`src/rtl/riscv_pkg.sv`:
```
// riscv_pkg: shared RV32I decode constants and the instruction decoder.
//   alu_op_e : ALU operation encoding emitted by the decode stage
//   OP_*     : major opcodes handled (R, I-ALU, LOAD, STORE, BRANCH)
//   F3_*/F7_*: funct3 / funct7 values recognised
//   dec_t    : decoded control word, no register values
//   id_out_t : registered decode-stage output bundle
//   decode() : pure combinational decode of one 32-bit instruction
package riscv_pkg;

    localparam int XLEN = 32;

    typedef enum logic [2:0] {
        ALU_ADD = 3'b000,
        ALU_SUB = 3'b001,
        ALU_AND = 3'b010,
        ALU_OR  = 3'b011,
        ALU_SLT = 3'b101
    } alu_op_e;

    localparam logic [6:0] OP_R      = 7'b0110011;
    localparam logic [6:0] OP_IMM    = 7'b0010011;
    localparam logic [6:0] OP_LOAD   = 7'b0000011;
    localparam logic [6:0] OP_STORE  = 7'b0100011;
    localparam logic [6:0] OP_BRANCH = 7'b1100011;

    localparam logic [2:0] F3_ADD = 3'b000;
    localparam logic [2:0] F3_SLT = 3'b010;
    localparam logic [2:0] F3_OR  = 3'b110;
    localparam logic [2:0] F3_AND = 3'b111;
    localparam logic [2:0] F3_LW  = 3'b010;
    localparam logic [2:0] F3_SW  = 3'b010;
    localparam logic [2:0] F3_BEQ = 3'b000;

    localparam logic [6:0] F7_BASE = 7'b0000000;
    localparam logic [6:0] F7_SUB  = 7'b0100000;

    typedef struct packed {
        alu_op_e          alu_op;
        logic             use_imm;   // src2 takes imm instead of x[rs2]
        logic [XLEN-1:0]  imm;
        logic             reg_write;
        logic             mem_read;
        logic             mem_write;
        logic             branch;
        logic             illegal;
    } dec_t;

    typedef struct packed {
        logic [XLEN-1:0] src1;
        logic [XLEN-1:0] src2;
        logic [XLEN-1:0] store_data;
        logic [XLEN-1:0] imm;
        logic [4:0]      rd;
        alu_op_e         alu_op;
        logic            reg_write;
        logic            mem_read;
        logic            mem_write;
        logic            branch;
        logic            illegal;
    } id_out_t;

    function automatic dec_t decode(input logic [31:0] ins);
        dec_t            d;
        logic [6:0]      op;
        logic [2:0]      f3;
        logic [6:0]      f7;
        logic [XLEN-1:0] imm_i;
        logic [XLEN-1:0] imm_s;
        logic [XLEN-1:0] imm_b;
        op    = ins[6:0];
        f3    = ins[14:12];
        f7    = ins[31:25];
        imm_i = {{20{ins[31]}}, ins[31:20]};
        imm_s = {{20{ins[31]}}, ins[31:25], ins[11:7]};
        imm_b = {{19{ins[31]}}, ins[31], ins[7], ins[30:25], ins[11:8], 1'b0};
        d         = '0;
        d.illegal = 1'b1;    // cleared by each recognised encoding
        case (op)
            OP_R: begin
                if (f7 == F7_BASE) begin
                    case (f3)
                        F3_ADD:  begin d.alu_op = ALU_ADD; d.illegal = 1'b0; end
                        F3_AND:  begin d.alu_op = ALU_AND; d.illegal = 1'b0; end
                        F3_OR:   begin d.alu_op = ALU_OR;  d.illegal = 1'b0; end
                        F3_SLT:  begin d.alu_op = ALU_SLT; d.illegal = 1'b0; end
                        default: ;
                    endcase
                end else if (f7 == F7_SUB && f3 == F3_ADD) begin
                    d.alu_op  = ALU_SUB;
                    d.illegal = 1'b0;
                end
                d.reg_write = 1'b1;
            end
            OP_IMM: begin
                case (f3)
                    F3_ADD:  begin d.alu_op = ALU_ADD; d.illegal = 1'b0; end
                    F3_AND:  begin d.alu_op = ALU_AND; d.illegal = 1'b0; end
                    F3_OR:   begin d.alu_op = ALU_OR;  d.illegal = 1'b0; end
                    F3_SLT:  begin d.alu_op = ALU_SLT; d.illegal = 1'b0; end
                    default: ;
                endcase
                d.use_imm   = 1'b1;
                d.imm       = imm_i;
                d.reg_write = 1'b1;
            end
            OP_LOAD: if (f3 == F3_LW) begin
                d.illegal   = 1'b0;
                d.use_imm   = 1'b1;
                d.imm       = imm_i;
                d.mem_read  = 1'b1;
                d.reg_write = 1'b1;
            end
            OP_STORE: if (f3 == F3_SW) begin
                d.illegal   = 1'b0;
                d.use_imm   = 1'b1;
                d.imm       = imm_s;
                d.mem_write = 1'b1;
            end
            OP_BRANCH: if (f3 == F3_BEQ) begin
                d.illegal = 1'b0;
                d.alu_op  = ALU_SUB;   // compare by subtraction
                d.imm     = imm_b;
                d.branch  = 1'b1;
            end
            default: ;
        endcase
        // Anything unrecognised collapses to a clean all-zero control word.
        if (d.illegal) begin
            d         = '0;
            d.illegal = 1'b1;
        end
        return d;
    endfunction

endpackage

```
`src/rtl/id_stage_if.sv`:
```
// id_stage_if: bundles the decode stage's fetch handshake, execute handshake
// with decoded payload, register-file write-back port and flush.
//   slave  : decode-stage view (id_stage)
//   master : surrounding pipeline / bench view
interface id_stage_if #(parameter int N = 32);
    logic         in_valid;
    logic         in_ready;
    logic [31:0]  instr;
    logic         out_valid;
    logic         out_ready;
    logic [N-1:0] src1;
    logic [N-1:0] src2;
    logic [N-1:0] store_data;
    logic [N-1:0] imm;
    logic [4:0]   rd;
    logic [2:0]   alu_op;
    logic         reg_write;
    logic         mem_read;
    logic         mem_write;
    logic         branch;
    logic         illegal;
    logic         wb_en;
    logic [4:0]   wb_rd;
    logic [N-1:0] wb_data;
    logic         flush;

    modport slave (
        input  in_valid, instr, out_ready, wb_en, wb_rd, wb_data, flush,
        output in_ready, out_valid, src1, src2, store_data, imm, rd, alu_op,
               reg_write, mem_read, mem_write, branch, illegal
    );

    modport master (
        output in_valid, instr, out_ready, wb_en, wb_rd, wb_data, flush,
        input  in_ready, out_valid, src1, src2, store_data, imm, rd, alu_op,
               reg_write, mem_read, mem_write, branch, illegal
    );
endinterface

```
`src/rtl/id_stage_regfile.sv`:
```
// regfile: 31 x N architectural registers (x0 hard-wired to zero).
//   ra1/ra2 -> rd1/rd2 : combinational read ports with write-through bypass
//   we/wa/wd           : synchronous write port, writes to x0 dropped
//   rst                : synchronous, active-high, clears every register
module regfile #(
    parameter int N = 32
) (
    input  logic         clk,
    input  logic         rst,
    input  logic [4:0]   ra1,
    input  logic [4:0]   ra2,
    output logic [N-1:0] rd1,
    output logic [N-1:0] rd2,
    input  logic         we,
    input  logic [4:0]   wa,
    input  logic [N-1:0] wd
);
    localparam int NRD = 2;

    logic [31:1][N-1:0]    regs_q, regs_d;
    logic [NRD-1:0][4:0]   ra;
    logic [NRD-1:0][N-1:0] rdata;

    assign ra  = {ra2, ra1};
    assign rd1 = rdata[0];
    assign rd2 = rdata[1];

    always_comb begin
        regs_d = regs_q;
        if (we && wa != 5'd0) regs_d[wa] = wd;
    end

    // A same-cycle write to the addressed register is forwarded so the
    // reader sees the value the register will hold after this edge.
    always_comb begin
        rdata = '0;
        for (int p = 0; p < NRD; p++) begin
            if (ra[p] == 5'd0)            rdata[p] = '0;
            else if (we && wa == ra[p])   rdata[p] = wd;
            else                          rdata[p] = regs_q[ra[p]];
        end
    end

    always_ff @(posedge clk) begin
        if (rst) regs_q <= '0;
        else     regs_q <= regs_d;
    end
endmodule

```
`src/rtl/id_stage.sv`:
```
// id_stage: RV32I decode stage with a single output register.
//   clk, rst : clock and synchronous active-high reset
//   io       : id_stage_if.slave -- fetch handshake (in_valid/in_ready/instr),
//              execute handshake and payload (out_valid/out_ready, src1, src2,
//              store_data, imm, rd, alu_op, control bits), write-back port
//              (wb_en/wb_rd/wb_data) and flush.
// Operands are captured at accept; latency is one cycle; full throughput.
// Only N = 32 is meaningful (RV32I).
module id_stage
    import riscv_pkg::*;
#(
    parameter int N = 32
) (
    input  logic        clk,
    input  logic        rst,
    id_stage_if.slave   io
);
    logic         out_valid_q, out_valid_d;
    id_out_t      out_q, out_d;
    dec_t         dec;
    logic [N-1:0] rs1_val, rs2_val;
    logic         accept;

    regfile #(.N(N)) u_rf (
        .clk (clk),
        .rst (rst),
        .ra1 (io.instr[19:15]),
        .ra2 (io.instr[24:20]),
        .rd1 (rs1_val),
        .rd2 (rs2_val),
        .we  (io.wb_en),
        .wa  (io.wb_rd),
        .wd  (io.wb_data)
    );

    assign dec         = decode(io.instr);
    assign io.in_ready = (~out_valid_q | io.out_ready) & ~io.flush;
    assign accept      = io.in_valid & io.in_ready;

    always_comb begin
        out_d       = out_q;
        out_valid_d = out_valid_q;
        if (io.flush) begin
            // Payload is left as-is; only validity is dropped.
            out_valid_d = 1'b0;
        end else if (accept) begin
            out_valid_d      = 1'b1;
            out_d.src1       = rs1_val;
            out_d.src2       = dec.use_imm ? dec.imm : rs2_val;
            out_d.store_data = rs2_val;
            out_d.imm        = dec.imm;
            out_d.rd         = io.instr[11:7];
            out_d.alu_op     = dec.alu_op;
            out_d.reg_write  = dec.reg_write;
            out_d.mem_read   = dec.mem_read;
            out_d.mem_write  = dec.mem_write;
            out_d.branch     = dec.branch;
            out_d.illegal    = dec.illegal;
        end else if (io.out_ready) begin
            out_valid_d = 1'b0;
        end
    end

    always_ff @(posedge clk) begin
        if (rst) begin
            out_valid_q <= 1'b0;
            out_q       <= '0;
        end else begin
            out_valid_q <= out_valid_d;
            out_q       <= out_d;
        end
    end

    assign io.out_valid  = out_valid_q;
    assign io.src1       = out_q.src1;
    assign io.src2       = out_q.src2;
    assign io.store_data = out_q.store_data;
    assign io.imm        = out_q.imm;
    assign io.rd         = out_q.rd;
    assign io.alu_op     = out_q.alu_op;
    assign io.reg_write  = out_q.reg_write;
    assign io.mem_read   = out_q.mem_read;
    assign io.mem_write  = out_q.mem_write;
    assign io.branch     = out_q.branch;
    assign io.illegal    = out_q.illegal;
endmodule

```
`src/flat_wrapper.sv`:
```
// flat-port wrapper written by rule: the top's interface ports become plain ports
module id_stage_flat import riscv_pkg::*;
#(
    parameter int N = 32
)
  (clk, rst, io_in_valid, io_instr, io_out_ready, io_wb_en, io_wb_rd, io_wb_data, io_flush, io_in_ready, io_out_valid, io_src1, io_src2, io_store_data, io_imm, io_rd, io_alu_op, io_reg_write, io_mem_read, io_mem_write, io_branch, io_illegal);
  id_stage_if #(.N(N)) io_i ();
  input  logic clk;
  input  logic rst;
  input wire logic [$bits(io_i.in_valid)-1:0] io_in_valid;
  input wire logic [$bits(io_i.instr)-1:0] io_instr;
  input wire logic [$bits(io_i.out_ready)-1:0] io_out_ready;
  input wire logic [$bits(io_i.wb_en)-1:0] io_wb_en;
  input wire logic [$bits(io_i.wb_rd)-1:0] io_wb_rd;
  input wire logic [$bits(io_i.wb_data)-1:0] io_wb_data;
  input wire logic [$bits(io_i.flush)-1:0] io_flush;
  output wire logic [$bits(io_i.in_ready)-1:0] io_in_ready;
  output wire logic [$bits(io_i.out_valid)-1:0] io_out_valid;
  output wire logic [$bits(io_i.src1)-1:0] io_src1;
  output wire logic [$bits(io_i.src2)-1:0] io_src2;
  output wire logic [$bits(io_i.store_data)-1:0] io_store_data;
  output wire logic [$bits(io_i.imm)-1:0] io_imm;
  output wire logic [$bits(io_i.rd)-1:0] io_rd;
  output wire logic [$bits(io_i.alu_op)-1:0] io_alu_op;
  output wire logic [$bits(io_i.reg_write)-1:0] io_reg_write;
  output wire logic [$bits(io_i.mem_read)-1:0] io_mem_read;
  output wire logic [$bits(io_i.mem_write)-1:0] io_mem_write;
  output wire logic [$bits(io_i.branch)-1:0] io_branch;
  output wire logic [$bits(io_i.illegal)-1:0] io_illegal;
  assign io_i.in_valid = io_in_valid;
  assign io_i.instr = io_instr;
  assign io_i.out_ready = io_out_ready;
  assign io_i.wb_en = io_wb_en;
  assign io_i.wb_rd = io_wb_rd;
  assign io_i.wb_data = io_wb_data;
  assign io_i.flush = io_flush;
  assign io_in_ready = io_i.in_ready;
  assign io_out_valid = io_i.out_valid;
  assign io_src1 = io_i.src1;
  assign io_src2 = io_i.src2;
  assign io_store_data = io_i.store_data;
  assign io_imm = io_i.imm;
  assign io_rd = io_i.rd;
  assign io_alu_op = io_i.alu_op;
  assign io_reg_write = io_i.reg_write;
  assign io_mem_read = io_i.mem_read;
  assign io_mem_write = io_i.mem_write;
  assign io_branch = io_i.branch;
  assign io_illegal = io_i.illegal;
  id_stage #(.N(N)) u_core (.clk(clk), .rst(rst), .io(io_i));
endmodule
```
`config.mk`:
```
export PLATFORM = sky130hd
export DESIGN_NAME = id_stage_flat
export DESIGN_NICKNAME = d
export VERILOG_FILES = /design/src/rtl/riscv_pkg.sv /design/src/rtl/id_stage_if.sv /design/src/rtl/id_stage_regfile.sv /design/src/rtl/id_stage.sv /design/src/flat_wrapper.sv
export SDC_FILE = /design/constraint.sdc
export NUM_CORES = 2
export LEC_CHECK = 0
export ABC_CLOCK_PERIOD_IN_PS = 6090
export CELL_PAD_IN_SITES_DETAIL_PLACEMENT = 1
export CELL_PAD_IN_SITES_GLOBAL_PLACEMENT = 1
export CORE_MARGIN = 10
export CORE_UTILIZATION = 50
export CTS_BUF_LIST = sky130_fd_sc_hd__clkbuf_8
export DETAILED_ROUTE_END_ITERATION = 12
export PLACE_DENSITY_LB_ADDON = 0.2
export SETUP_SLACK_MARGIN = 0.5
export SLEW_MARGIN = 30
export SYNTH_ARGS = -nofsm -noshare
export SYNTH_HDL_FRONTEND = slang
export SYNTH_SLANG_ARGS = --single-unit
```
`constraint.sdc`:
```
create_clock -name clk -period 6.09 [get_ports clk]
set_input_delay 1.827 -clock clk [delete_from_list [all_inputs] [get_ports clk]]
set_output_delay 1.827 -clock clk [all_outputs]
set_load 0.01 [all_outputs]
```
==> load_flow_metrics.sql <==
INSERT INTO impl_metrics (metric_group, metric, value, unit) VALUES
('status', 'status', 'finished clean', ''),
('floorplanning', 'fp.dieH', '355', 'µm'),
('sta', 'finalCriticalPeriod', '4.89', 'ns'),
('clock_network', 'ctsHoldBuffers', '0', ''),
('global_routing', 'grt_max_degree', '170', ''),
('yosys', 'ys_async_sr_fraction', '0', '%'),
('setup_path', 'path_buf_inv', '2', ''),
('sta', 'tightest_slew', '1.13', 'ns'),
('global_routing', 'groute.usage.overall', '38.0', '%'),
('yosys', 'yosysWarningCount', '0', ''),
('power', 'net-switching-power', '4.38', 'mW'),
('floorplanning', 'floorplan.die.width', '355', 'µm'),
('power', 'share_comb_of_total_power', '9.8', '%'),
('clock_network', 'cts.path.max_buffers', '3', ''),
('clock_network', 'clk_latency', '0.91', 'ns'),
('global_routing', 'grt_overflow_total', '0', ''),
('power', 'power.internal', '11.3', 'mW'),
('power', 'pwr-share-seq', '47.4', '%'),
('power', 'vdd_drop_max', '204', 'µV'),
('yosys', 'postSynthRegisterBits', '1115', ''),
('yosys', 'synth_edf_count', '0', ''),
('floorplanning', 'count_of_pins_on_the_block_boundary', '218', ''),
('yosys', 'synth_area', '0.0560', 'mm²'),
('sta', 'grt_setup_unrepaired', 'no', ''),
('power', 'total_leakage_power', '20.8', 'nW'),
('drt', 'antenna_violating_nets_post_route', '0', ''),
('worst_hold_path', 'worst_hold_path_type', 'reg2reg', ''),
('drt', 'drt-vias-per-instance', '6.79', ''),
('yosys', 'main_flop_type_after_synthesis', 'sky130_fd_sc_hd__dfxtp_1', ''),
('clock_network', 'ctsHtreeMaxLevel', '4', ''),
('setup_path', 'crit_end_element', 'output port', ''),
('yosys', 'ys_seq_area_share', '39.8', '%'),
('clock_network', 'root_buffer', 'sky130_fd_sc_hd__clkbuf_8', ''),
('global_routing', 'grt_pass1_vias', '54307', ''),
('setup_path', 'crit_path_frequent_cell', 'sky130_fd_sc_hd__clkdlybuf4s50_1', ''),
('sta', 'holdWs', '0.453', 'ns'),
('setup_path', 'regToRegStartpoint', 'u_core.u_rf.regs_q[157]', ''),
('drt', 'vias', '54124', ''),
('sta', 'min_period_over_period', '80.3', '%'),
('floorplanning', 'initial_utilization', '50.5', '%'),
('setup_path', 'cp_data_arrival_time', '3.06', 'ns'),
('sta', 'clock-skew-final', '0.0327', 'ns'),
('sta', 'slew_viol_final', '0', ''),
('drt', 'routed_wire_length_per_instance', '31.2', 'µm'),
('clock_network', 'total_setup_buffers_inserted_after_cts', '0', ''),
('final_layout', 'final_util', '56.6', '%'),
('global_routing', 'grt_first_pass_wirelength', '362000', 'µm'),
('setup_path', 'worstSetupStartpoint', 'io_out_ready', ''),
('drt', 'detail_route.drc_violations', '0', ''),
('final_layout', 'area_delta_synth_final', '12.1', '%'),
('setup_path', 'critical_path_class', 'in2out', ''),
('drt', 'drt_first_iter_violations', '7468', ''),
('final_layout', 'finalInstanceArea', '0.0628', 'mm²'),
('yosys', 'synth_cells', '6435', ''),
('clock_network', 'tritoncts.num_buffers', '189', ''),
('floorplanning', 'die_outline_area', '0.126', 'mm²'),
('setup_path', 'timing.critical_path.from_type', 'input pin', ''),
('drt', 'drt-total-wl', '248000', 'µm'),
('placement', 'placed_area', '0.0591', 'mm²'),
('final_layout', 'final_stage_net_count', '6420', ''),
('power', 'power.total', '15.7', 'mW'),
('placement', 'hpwlAfterDp', '157000', 'µm'),
('sta', 'hold_viol_final', '0', ''),
('power', 'power_switching_share', '27.9', '%'),
('clock_network', 'clk_pin_slew', '0.06', 'ns'),
('clock_network', 'ctsResizeCount', '0', ''),
('floorplanning', 'rows', '122', ''),
('drt', 'detailedRoute.firstPassIterationCount', '6', ''),
('setup_path', 'cp_data_required_time', '4.26', 'ns'),
('placement', 'input_output_buffers', '217', ''),
('clock_network', 'cts_tree', 'built', '');
-- power by group through the flow --
stage          logic (mW)  clock network, mW  registers [mW]
2_1_floorplan       0.881                  0            7.58
3_3_place_gp         1.46                  0            7.59
3_5_place_dp         1.48                  0            7.59
4_1_cts              1.49               6.73            7.44
5_1_grt              1.58               7.08            7.44
6_report             1.55               6.71            7.44
-- per-layer routing --
layer	vias to the layer above	part of all wire [%]	GRT usage, %
met5	-	0.088	0
met4	34	6.2	21.2
met3	981	13	12.1
met2	3712	44	58.2
met1	27144	37	47.2
li1	22253	-	-
-- worst register-to-register path: stages, from the launching register on --
cell                       delay (ns)
sky130_fd_sc_hd__dfxtp_1         0.35
sky130_fd_sc_hd__mux4_2          0.26
sky130_fd_sc_hd__nor2_1          0.05
sky130_fd_sc_hd__o21ai_1         0.38
sky130_fd_sc_hd__o311ai_0        0.21
sky130_fd_sc_hd__buf_4           0.18
sky130_fd_sc_hd__a211oi_1        0.89
sky130_fd_sc_hd__o21ai_0         0.24
sky130_fd_sc_hd__a21oi_1         0.19
-- synth_stat cells (21+ instances only) --
library cell	n	area, µm²
sky130_fd_sc_hd__nand2_1	2090	7850
sky130_fd_sc_hd__a21oi_1	1074	5380
sky130_fd_sc_hd__buf_2	75	375
sky130_fd_sc_hd__clkbuf_1	526	1970
sky130_fd_sc_hd__a31oi_1	31	194
sky130_fd_sc_hd__nor2_1	184	691
sky130_fd_sc_hd__o32ai_1	30	263
sky130_fd_sc_hd__o22ai_1	37	231
sky130_fd_sc_hd__a211oi_1	25	188
sky130_fd_sc_hd__nor2b_1	21	131
sky130_fd_sc_hd__mux2_2	70	788
sky130_fd_sc_hd__mux2i_1	188	1880
sky130_fd_sc_hd__buf_4	38	285
sky130_fd_sc_hd__nor3_1	42	210
sky130_fd_sc_hd__buf_1	24	90.1
sky130_fd_sc_hd__o21ai_0	33	165
sky130_fd_sc_hd__dfxtp_1	1115	22300
sky130_fd_sc_hd__a22o_1	21	184
sky130_fd_sc_hd__a22oi_1	109	818
sky130_fd_sc_hd__mux4_2	434	9770
-- per-stage QoR --
stage	worst slack, ns	instances
floorplan	2.23	6435
global placement	0.835	7642
detailed placement	0.813	7642
CTS	1.20	7961
global route	1.13	7963
finish	1.20	7966
-- registers in the layout (all words and copies together), names as in the netlist, 3 cells and up --
register	cells
u_core.io.rd	5
u_core.io.alu_op	3
u_core.io.store_data	32
u_core.io.src1	32
u_core.io.imm	13
u_core.io.src2	32
u_core.u_rf.regs_q	992
-- area by class of cell --
type / count / area (µm²) / area share (%)
multi-input cells: 4614 / 30900 / 49.2
clock buffers: 233 / 3210 / 5.11
flip-flops and latches: 1115 / 22300 / 35.5
inverters: 10 / 40.0 / 0.0638
diodes: 5 / 12.5 / 0.0199
repair buffers: 415 / 4000 / 6.36
well taps: 1488 / 1860 / 2.96
clock inverters: 86 / 434 / 0.691
-- cell usage in the layout, fill, tap and decap left out, types with 14 or more instances in the layout --
| master | Yosys | layout |
|---|---|---|
| sky130_fd_sc_hd__nand2_1 | 2090 | 2067 |
| sky130_fd_sc_hd__dfxtp_1 | 1115 | 1115 |
| sky130_fd_sc_hd__a21oi_1 | 1074 | 1074 |
| sky130_fd_sc_hd__mux4_2 | 434 | 434 |
| sky130_fd_sc_hd__clkbuf_8 | 0 | 233 |
| sky130_fd_sc_hd__clkdlybuf4s50_1 | 0 | 205 |
| sky130_fd_sc_hd__mux2i_1 | 188 | 186 |
| sky130_fd_sc_hd__buf_4 | 38 | 172 |
| sky130_fd_sc_hd__nor2_1 | 184 | 154 |
| sky130_fd_sc_hd__a22oi_1 | 109 | 109 |
| sky130_fd_sc_hd__mux2_2 | 70 | 70 |
| sky130_fd_sc_hd__inv_1 | 8 | 66 |
| sky130_fd_sc_hd__nor3_1 | 42 | 42 |
| sky130_fd_sc_hd__o22ai_1 | 37 | 37 |
| sky130_fd_sc_hd__o21ai_0 | 33 | 33 |
| sky130_fd_sc_hd__a31oi_1 | 31 | 31 |
| sky130_fd_sc_hd__o32ai_1 | 30 | 30 |
| sky130_fd_sc_hd__nor2_4 | 0 | 28 |
| sky130_fd_sc_hd__buf_12 | 3 | 27 |
| sky130_fd_sc_hd__a211oi_1 | 25 | 25 |
| sky130_fd_sc_hd__a22o_1 | 21 | 21 |
| sky130_fd_sc_hd__a221oi_1 | 20 | 20 |
| sky130_fd_sc_hd__and2_1 | 18 | 19 |
| sky130_fd_sc_hd__nor2b_1 | 21 | 16 |
| sky130_fd_sc_hd__clkinv_2 | 0 | 16 |
| sky130_fd_sc_hd__nand2b_1 | 15 | 15 |
| sky130_fd_sc_hd__nand2_2 | 0 | 14 |
-- path summary, 6_finish.rpt --
| kind | depth (start not counted) | endpoint | slack [ns] |
|---|---|---|---|
| max | 4 | io_in_ready | 1.20 |
| min | 2 | u_core.io.imm[11] | 0.45 |
| max reg2reg | 8 | u_core.io.store_data[29] | 3.26 |
| min reg2reg | 2 | u_core.io.imm[11] | 0.45 |
-- cells by family after synthesis --
family	after synthesis	share of synthesized area, %
buffers and inverters	706	5.64
DFF	1115	39.8
xor gates and xnor gates	11	0.172
muxes	698	22.3
and+or+nand+nor	2440	17.1
AOI/OAI and AO/OA	1465	14.9
Note: power is estimated with default switching activity, not from simulation.
